`config.mk`:
```
export PLATFORM = sky130hd
export DESIGN_NAME = servant_irq_ctrl
export DESIGN_NICKNAME = d
export VERILOG_FILES = /design/src/rtl/servant_irq_pkg.sv /design/src/rtl/servant_irq_prio.sv /design/src/rtl/servant_irq_ctrl.sv
export SDC_FILE = /design/constraint.sdc
export NUM_CORES = 1
export LEC_CHECK = 0
export CAP_MARGIN = 30
export CORE_ASPECT_RATIO = 1.75
export CORE_MARGIN = 2
export CORE_UTILIZATION = 30
export CTS_CLUSTER_SIZE = 25
export DETAILED_ROUTE_END_ITERATION = 16
export GPL_TIMING_DRIVEN = 0
export PLACE_DENSITY_LB_ADDON = 0.08
export SLEW_MARGIN = 40
export SYNTH_ARGS = -nofsm -noshare
export SYNTH_HDL_FRONTEND = slang
export SYNTH_SLANG_ARGS = --single-unit
```
`constraint.sdc`:
```
create_clock -name i_clk -period 5.4 [get_ports i_clk]
set_input_delay 1.08 -clock i_clk [delete_from_list [all_inputs] [get_ports i_clk]]
set_output_delay 1.08 -clock i_clk [all_outputs]
set_load 0.02 [all_outputs]
```
`src/rtl/servant_irq_pkg.sv`:
```
// Shared constants for the servant interrupt controller: register map,
// bus FSM states and the claim-id width helper.
package servant_irq_pkg;

  // Word offsets on the Wishbone slave port
  localparam logic [1:0] REG_PENDING  = 2'd0;
  localparam logic [1:0] REG_ENABLE   = 2'd1;
  localparam logic [1:0] REG_CLAIM    = 2'd2;
  localparam logic [1:0] REG_COMPLETE = 2'd3;

  // Bus handshake: one ack cycle, then at least one idle cycle
  typedef enum logic [0:0] {
    ST_IDLE = 1'b0,
    ST_ACK  = 1'b1
  } bus_state_e;

  // Width needed to hold a claim value 0..n (0 means "nothing pending")
  function automatic int id_width(input int n);
    return $clog2(n + 1);
  endfunction

endpackage

```
`src/rtl/servant_irq_prio.sv`:
```
// Fixed-priority encoder: the lowest set request bit wins.
module servant_irq_prio
  import servant_irq_pkg::*;
#(
  parameter int N    = 4,
  parameter int ID_W = id_width(N)
) (
  input  logic [N-1:0]    req,
  output logic            valid,
  output logic [ID_W-1:0] id
);

  // Scan from the top down so the lowest requesting index is the final winner
  always_comb begin
    valid = 1'b0;
    id    = {ID_W{1'b0}};
    for (int i = N - 1; i >= 0; i--) begin
      valid = valid | req[i];
      id    = req[i] ? ID_W'(i) : id;
    end
  end

endmodule

```
`src/rtl/servant_irq_ctrl.sv`:
```
// Interrupt controller for the SERV core: latches edge/level sources, masks
// them with enable and in-service bits, and offers claim/complete registers
// on the servant Wishbone bus. Source 0 is normally the timer interrupt.
module servant_irq_ctrl
  import servant_irq_pkg::*;
#(
  parameter int               N_SRC          = 4,
  parameter logic [N_SRC-1:0] EDGE_MASK      = {N_SRC{1'b0}},
  parameter string            RESET_STRATEGY = ""
) (
  input  logic             i_clk,
  input  logic             i_rst,
  input  logic [N_SRC-1:0] i_src,
  output logic             o_irq,
  input  logic [1:0]       i_wb_adr,
  input  logic [31:0]      i_wb_dat,
  input  logic             i_wb_we,
  input  logic             i_wb_cyc,
  output logic [31:0]      o_wb_rdt,
  output logic             o_wb_ack
);

  localparam int               ID_W       = id_width(N_SRC);
  localparam logic [N_SRC-1:0] LEVEL_MASK = ~EDGE_MASK;
  localparam bit               RST_REGS   = (RESET_STRATEGY != "NONE");

  bus_state_e       state_r;
  bus_state_e       state_nxt_s;
  logic [N_SRC-1:0] src_q_r;
  logic [N_SRC-1:0] pend_edge_r;
  logic [N_SRC-1:0] en_r;
  logic [N_SRC-1:0] insvc_r;

  logic [N_SRC-1:0] pend_s;
  logic [N_SRC-1:0] req_s;
  logic [N_SRC-1:0] rise_s;
  logic             prio_valid_s;
  logic [ID_W-1:0]  prio_id_s;

  logic             acc_s;
  logic             wr_s;
  logic             rd_s;
  logic [31:0]      rd_data_s;
  logic [N_SRC-1:0] w1c_clr_s;
  logic [N_SRC-1:0] claim_set_s;
  logic [N_SRC-1:0] cmp_clr_s;
  logic             en_wr_s;

  // Visible pending vector and the set of sources able to interrupt
  always_comb begin
    pend_s = (pend_edge_r & EDGE_MASK) | (src_q_r & LEVEL_MASK);
    req_s  = pend_s & en_r & ~insvc_r;
    rise_s = i_src & ~src_q_r;
  end

  servant_irq_prio #(
    .N    (N_SRC),
    .ID_W (ID_W)
  ) u_prio (
    .req   (req_s),
    .valid (prio_valid_s),
    .id    (prio_id_s)
  );

  // Bus FSM next state: accept on cyc, always return to idle after the ack
  always_comb begin
    state_nxt_s = state_r;
    case (state_r)
      ST_IDLE: begin
        if (i_wb_cyc) begin
          state_nxt_s = ST_ACK;
        end else begin
          state_nxt_s = ST_IDLE;
        end
      end
      ST_ACK:  state_nxt_s = ST_IDLE;
      default: state_nxt_s = ST_IDLE;
    endcase
  end

  // Register decode: read mux and one-shot side effects of the accepted access
  always_comb begin
    acc_s       = (state_r == ST_IDLE) & i_wb_cyc & ~i_rst;
    wr_s        = acc_s & i_wb_we;
    rd_s        = acc_s & ~i_wb_we;
    rd_data_s   = 32'd0;
    w1c_clr_s   = {N_SRC{1'b0}};
    claim_set_s = {N_SRC{1'b0}};
    cmp_clr_s   = {N_SRC{1'b0}};
    en_wr_s     = 1'b0;
    case (i_wb_adr)
      REG_PENDING: begin
        rd_data_s = 32'(pend_s);
        if (wr_s) begin
          w1c_clr_s = i_wb_dat[N_SRC-1:0] & EDGE_MASK;
        end else begin
          w1c_clr_s = {N_SRC{1'b0}};
        end
      end
      REG_ENABLE: begin
        rd_data_s = 32'(en_r);
        en_wr_s   = wr_s;
      end
      REG_CLAIM: begin
        rd_data_s = prio_valid_s ? (32'(prio_id_s) + 32'd1) : 32'd0;
        for (int i = 0; i < N_SRC; i++) begin
          claim_set_s[i] = rd_s & prio_valid_s & (prio_id_s == ID_W'(i));
        end
      end
      REG_COMPLETE: begin
        rd_data_s = 32'd0;
        for (int i = 0; i < N_SRC; i++) begin
          cmp_clr_s[i] = wr_s & (i_wb_dat == 32'(i + 1));
        end
      end
      default: rd_data_s = 32'd0;
    endcase
  end

  // Bus FSM state and registered acknowledge
  always_ff @(posedge i_clk) begin
    if (i_rst) begin
      state_r  <= ST_IDLE;
      o_wb_ack <= 1'b0;
    end else begin
      state_r  <= state_nxt_s;
      o_wb_ack <= (state_nxt_s == ST_ACK);
    end
  end

  // Registered copy of the sources, used for edge detect and level pending
  always_ff @(posedge i_clk) begin
    if (i_rst) begin
      src_q_r <= {N_SRC{1'b0}};
    end else begin
      src_q_r <= i_src;
    end
  end

  // Pending/enable/in-service state; a new edge wins over a same-cycle clear
  always_ff @(posedge i_clk) begin
    if (i_rst && RST_REGS) begin
      pend_edge_r <= {N_SRC{1'b0}};
      en_r        <= {N_SRC{1'b0}};
      insvc_r     <= {N_SRC{1'b0}};
    end else begin
      pend_edge_r <= ((pend_edge_r & ~(w1c_clr_s | claim_set_s)) | rise_s) & EDGE_MASK;
      insvc_r     <= (insvc_r & ~cmp_clr_s) | claim_set_s;
      if (en_wr_s) begin
        en_r <= i_wb_dat[N_SRC-1:0];
      end
    end
  end

  // Registered interrupt request and read data captured with the ack
  always_ff @(posedge i_clk) begin
    if (i_rst) begin
      o_irq    <= 1'b0;
      o_wb_rdt <= 32'd0;
    end else begin
      o_irq <= |req_s;
      if (acc_s) begin
        o_wb_rdt <= rd_data_s;
      end
    end
  end

endmodule

```
==> flow_summary.rst <==
.. list-table::
   :header-rows: 1

   * - Metric
     - Value
   * - Outcome
     - finished clean
   * - Number of input and output port buffers inserted
     - 46
   * - Die extent in x
     - between 50 and 60 um
   * - Relative slew margins
     - between 60% and 70%
   * - Post-synth ARST share
     - 0%
   * - Num rows
     - 29
   * - Insertion delay of the later-clocked pin in the worst-skew pair
     - between 0.2 and 0.3 ns
   * - Worst setup path startpoint
     - i_rst
   * - Final core area utilization
     - 49.8%
   * - R2R Path Start
     - state_r
   * - Post-layout instance count excluding filler cells
     - 254
   * - Post-detailed-placement half-perimeter wirelength
     - approximately 2400 um
   * - Switching power share of the total
     - approximately a quarter
   * - Max_cap viols
     - 0
   * - Global-route wire length before repair
     - around 4400 um
   * - I/O pin cnt
     - 76
   * - Shortest clock period the worst path allows after layout
     - a little over 3 ns
   * - Fill cells
     - 374
   * - Max frequency
     - 322 MHz
   * - Part of the power in combinational logic
     - 26.5%
   * - TritonCTS Buffers
     - 3
   * - Via Count
     - 1,084
   * - Fraction of the yosys area taken by sequential cells
     - about a third
   * - Number of cells in the design after placement
     - 251
   * - Largest fanout on the critical path
     - 10
   * - Routability congestion estimate from global placement
     - 0.859
   * - Part of the total power dissipated in the clock network
     - between 20% and 30%
   * - Slowest stage cell on the critical path
     - sky130_fd_sc_hd__clkdlybuf4s50_1
   * - Kind of end point of the critical path
     - flop
   * - Worst Path Arrival
     - 3.24 ns
   * - Total Routed Length
     - between 2000 and 3000 um
   * - Post-CTS Repair Setup Buffers
     - 0
   * - Synthesis-stage register bit count
     - 18
   * - Most common library cells after synthesis
     - 28 x sky130_fd_sc_hd__buf_4, 18 x sky130_fd_sc_hd__dfxtp_1, 16 x sky130_fd_sc_hd__nor2_1, 8 x sky130_fd_sc_hd__mux2i_1, 8 x sky130_fd_sc_hd__nor4_1
   * - Cts repair resizes
     - 0
   * - Average via count per standard cell
     - 4.27
   * - Root buffer cell
     - sky130_fd_sc_hd__clkbuf_8
   * - Die outline area
     - 4320 um^2
   * - Power share of the sequential group
     - 44.1%
   * - Ys flop type
     - sky130_fd_sc_hd__dfxtp_1
   * - Number of flops mapped to enable cells by yosys
     - 0
   * - Largest area contributor in the netlist
     - sky130_fd_sc_hd__dfxtp_1
   * - Number of detailed-route iterations in the first pass
     - 2
   * - Type of the most critical hold path
     - flop to flop
   * - Origin of the worst min-delay path
     - insvc_r[3]
   * - Clock sinks
     - 18
   * - Initial DRC count
     - 5
   * - Clock skew
     - approximately 0.0016 ns
   * - Clock H-tree levels
     - 1
   * - Initial Util
     - 31.4%
   * - CTS hold repair buffers
     - 0
   * - Synthesized cell area
     - roughly 1100 um^2
   * - Clock-pin slew on the worst setup and hold paths
     - approximately 0.060 ns
   * - Worst Setup Path Type
     - input pin to flop
   * - Distinct cells, synth
     - 34
   * - Routed length per placed instance
     - 10.8 um
   * - Core outline area
     - around 3600 um^2
   * - Biggest cell delay along the critical path
     - between 0.5 and 0.6 ns
   * - Main area contributors after synthesis
     - sky130_fd_sc_hd__dfxtp_1 32%, sky130_fd_sc_hd__buf_4 18%, sky130_fd_sc_hd__mux2i_1 7.0%, sky130_fd_sc_hd__nor2_1 5.3%, sky130_fd_sc_hd__nor4_1 4.4%
   * - Remaining Overflow, GRT
     - 0
   * - Area Overhead vs Synth
     - 58.6%
   * - Number of buffer and inverter instances along the worst setup path
     - 3
   * - Global routing usage summed across all routing layers
     - a little over an eighth
   * - WP data required
     - about 5.5 ns
   * - Setup repair after global routing missed its margin
     - false
   * - Fraction of layout instances using a drive strength above 1
     - 18.8%
   * - Category of the worst setup path launch point
     - input pin
   * - Count of endpoints failing setup in the final report
     - 0
   * - CTS tree
     - yes
   * - Pins Over Slew Limit
     - 0
   * - Leakage component of the power
     - ~0.79 nW
   * - Power density over the cells
     - about 170 nW/um^2
   * - Maximum number of pins on one net before global-route repair
     - 11
   * - Dominant cell by count in the synthesized netlist
     - sky130_fd_sc_hd__buf_4
   * - Height of the die
     - 85.5 um
   * - Number of endpoints with negative hold slack in the final report
     - 0
   * - Number of nets in the layout
     - 254
   * - Cell-internal power
     - approximately 0.00023 W
   * - Syn Area/Cell
     - 8.63 um^2
   * - Vias in the first global route
     - ~1.0k
   * - Sum of negative setup slack
     - 0 ns
   * - Number of diodes
     - 0
   * - Share of the synthesized area in the top cell type
     - 31.6%
   * - Antenna violations before repair
     - 0
   * - Warning count from the yosys run
     - 0
   * - Maximum buffer depth of the clock tree
     - 2
   * - Post-route clock period utilization
     - between 50% and 60%
   * - Worst Max-Slew Pin Slew
     - just under 0.6 ns
   * - Instance count of the mapped netlist
     - 132
   * - Post-detailed-route DRC marker count
     - 0
   * - Detail Route Antenna Nets
     - 0
   * - Switching power
     - just under 0.00008 W
   * - Worst IR Drop VDD
     - about 0.000097 V
   * - Top cell family by delay on the critical path
     - simple AND/OR/NAND/NOR gates
   * - Worst path cell trace
     - clkdlybuf4s50_1 > or3b_1 > buf_6 > clkinv_2 > nand3_2 > or4_4 > nor3b_2 > a31oi_1
[final timing paths]
| path | endpoint | slack [ns] | cells after the start |
|---|---|---|---|
| setup reg to reg | insvc_r[2] | 3.42 | 7 |
| hold reg to reg | insvc_r[3] | 0.49 | 2 |
| setup / recovery | insvc_r[2] | 2.29 | 8 |
| hold / removal | insvc_r[3] | 0.49 | 2 |
[cell type report]
class	count	area, um^2	area share [%]
Clock buffer	3	41.3	2.29
Inverter	3	12.5	0.693
Multi-Input combinational cell	107	643	35.6
Sequential cell	18	360	20.0
Timing Repair Buffer	46	460	25.5
Tap cell	46	57.6	3.19
Buffer	31	230	12.8
[routing by layer]
| layer | track usage, % | wire length, um | up-vias |
|---|---|---|---|
| met5 | 0 | 0 | - |
| met4 | 8.11 | 72 | 0 |
| met3 | 2.26 | 213 | 5 |
| met2 | 26.6 | 1590 | 49 |
| met1 | 11.8 | 868 | 470 |
| li1 | - | - | 560 |
[cell usage in the layout (no fill, tap or decap), types with 2 or more instances in the layout]
cell type                         count
sky130_fd_sc_hd__a21oi_1              3
sky130_fd_sc_hd__and3b_1              4
sky130_fd_sc_hd__buf_4               28
sky130_fd_sc_hd__clkbuf_8             3
sky130_fd_sc_hd__clkdlybuf4s50_1     46
sky130_fd_sc_hd__conb_1              28
sky130_fd_sc_hd__dfxtp_1             18
sky130_fd_sc_hd__ha_1                 2
sky130_fd_sc_hd__inv_1                2
sky130_fd_sc_hd__mux2i_1              8
sky130_fd_sc_hd__nand2_1              4
sky130_fd_sc_hd__nand3b_1             5
sky130_fd_sc_hd__nor2_1              16
sky130_fd_sc_hd__nor2b_1              5
sky130_fd_sc_hd__nor3b_1              3
sky130_fd_sc_hd__nor4_1               7
sky130_fd_sc_hd__o21ai_0              4
sky130_fd_sc_hd__o21bai_1             3
[sequential cells by signal, summed over array words and instances (netlist names)]
register and flops:
pend_s 4, state_r 1, o_irq 1, insvc_r 4
en_r 4, o_wb_rdt 4
[worst min-delay path, delay by kind of cell (launching register included)]
kind | cells | cell delay, ns
AO/OA/AOI/OAI | 1 | 0.05
flip-flops | 1 | 0.31
AND/OR/NAND/NOR | 1 | 0.09
[power by group through the flow]
stage,clock [W],combinational (W),sequential (W)
after global routing,0.0000999,0.0000883,0.000138
after global placement,0,0.0000813,0.000140
after CTS,0.0000951,0.0000823,0.000137
final,0.0000917,0.0000827,0.000137
after detailed placement,0,0.0000821,0.000140
after floorplan,0,0.0000446,0.000141
[logic make-up after synthesis]
group,synth area share (%)
AND/OR/NAND/NOR,28.4
adder cells (fa/ha/maj),2.20
multiplexers,7.03
other,0.329
AO/OA/AOI/OAI,9.12
flip-flops,31.6
buffers and inverters,21.3
[through the flow]
step	instance area [um^2]	hold slack, ns	total power [W]	setup slack [ns]
2_1_floorplan	1240	0.467	0.000186	2.79
3_3_place_gp	1760	0.469	0.000222	2.01
3_5_place_dp	1760	0.485	0.000223	2.00
4_1_cts	1810	0.496	0.000315	2.25
5_1_grt	1810	0.530	0.000326	2.17
6_report	1810	0.492	0.000312	2.29
Power figures use the tool's default switching activity.
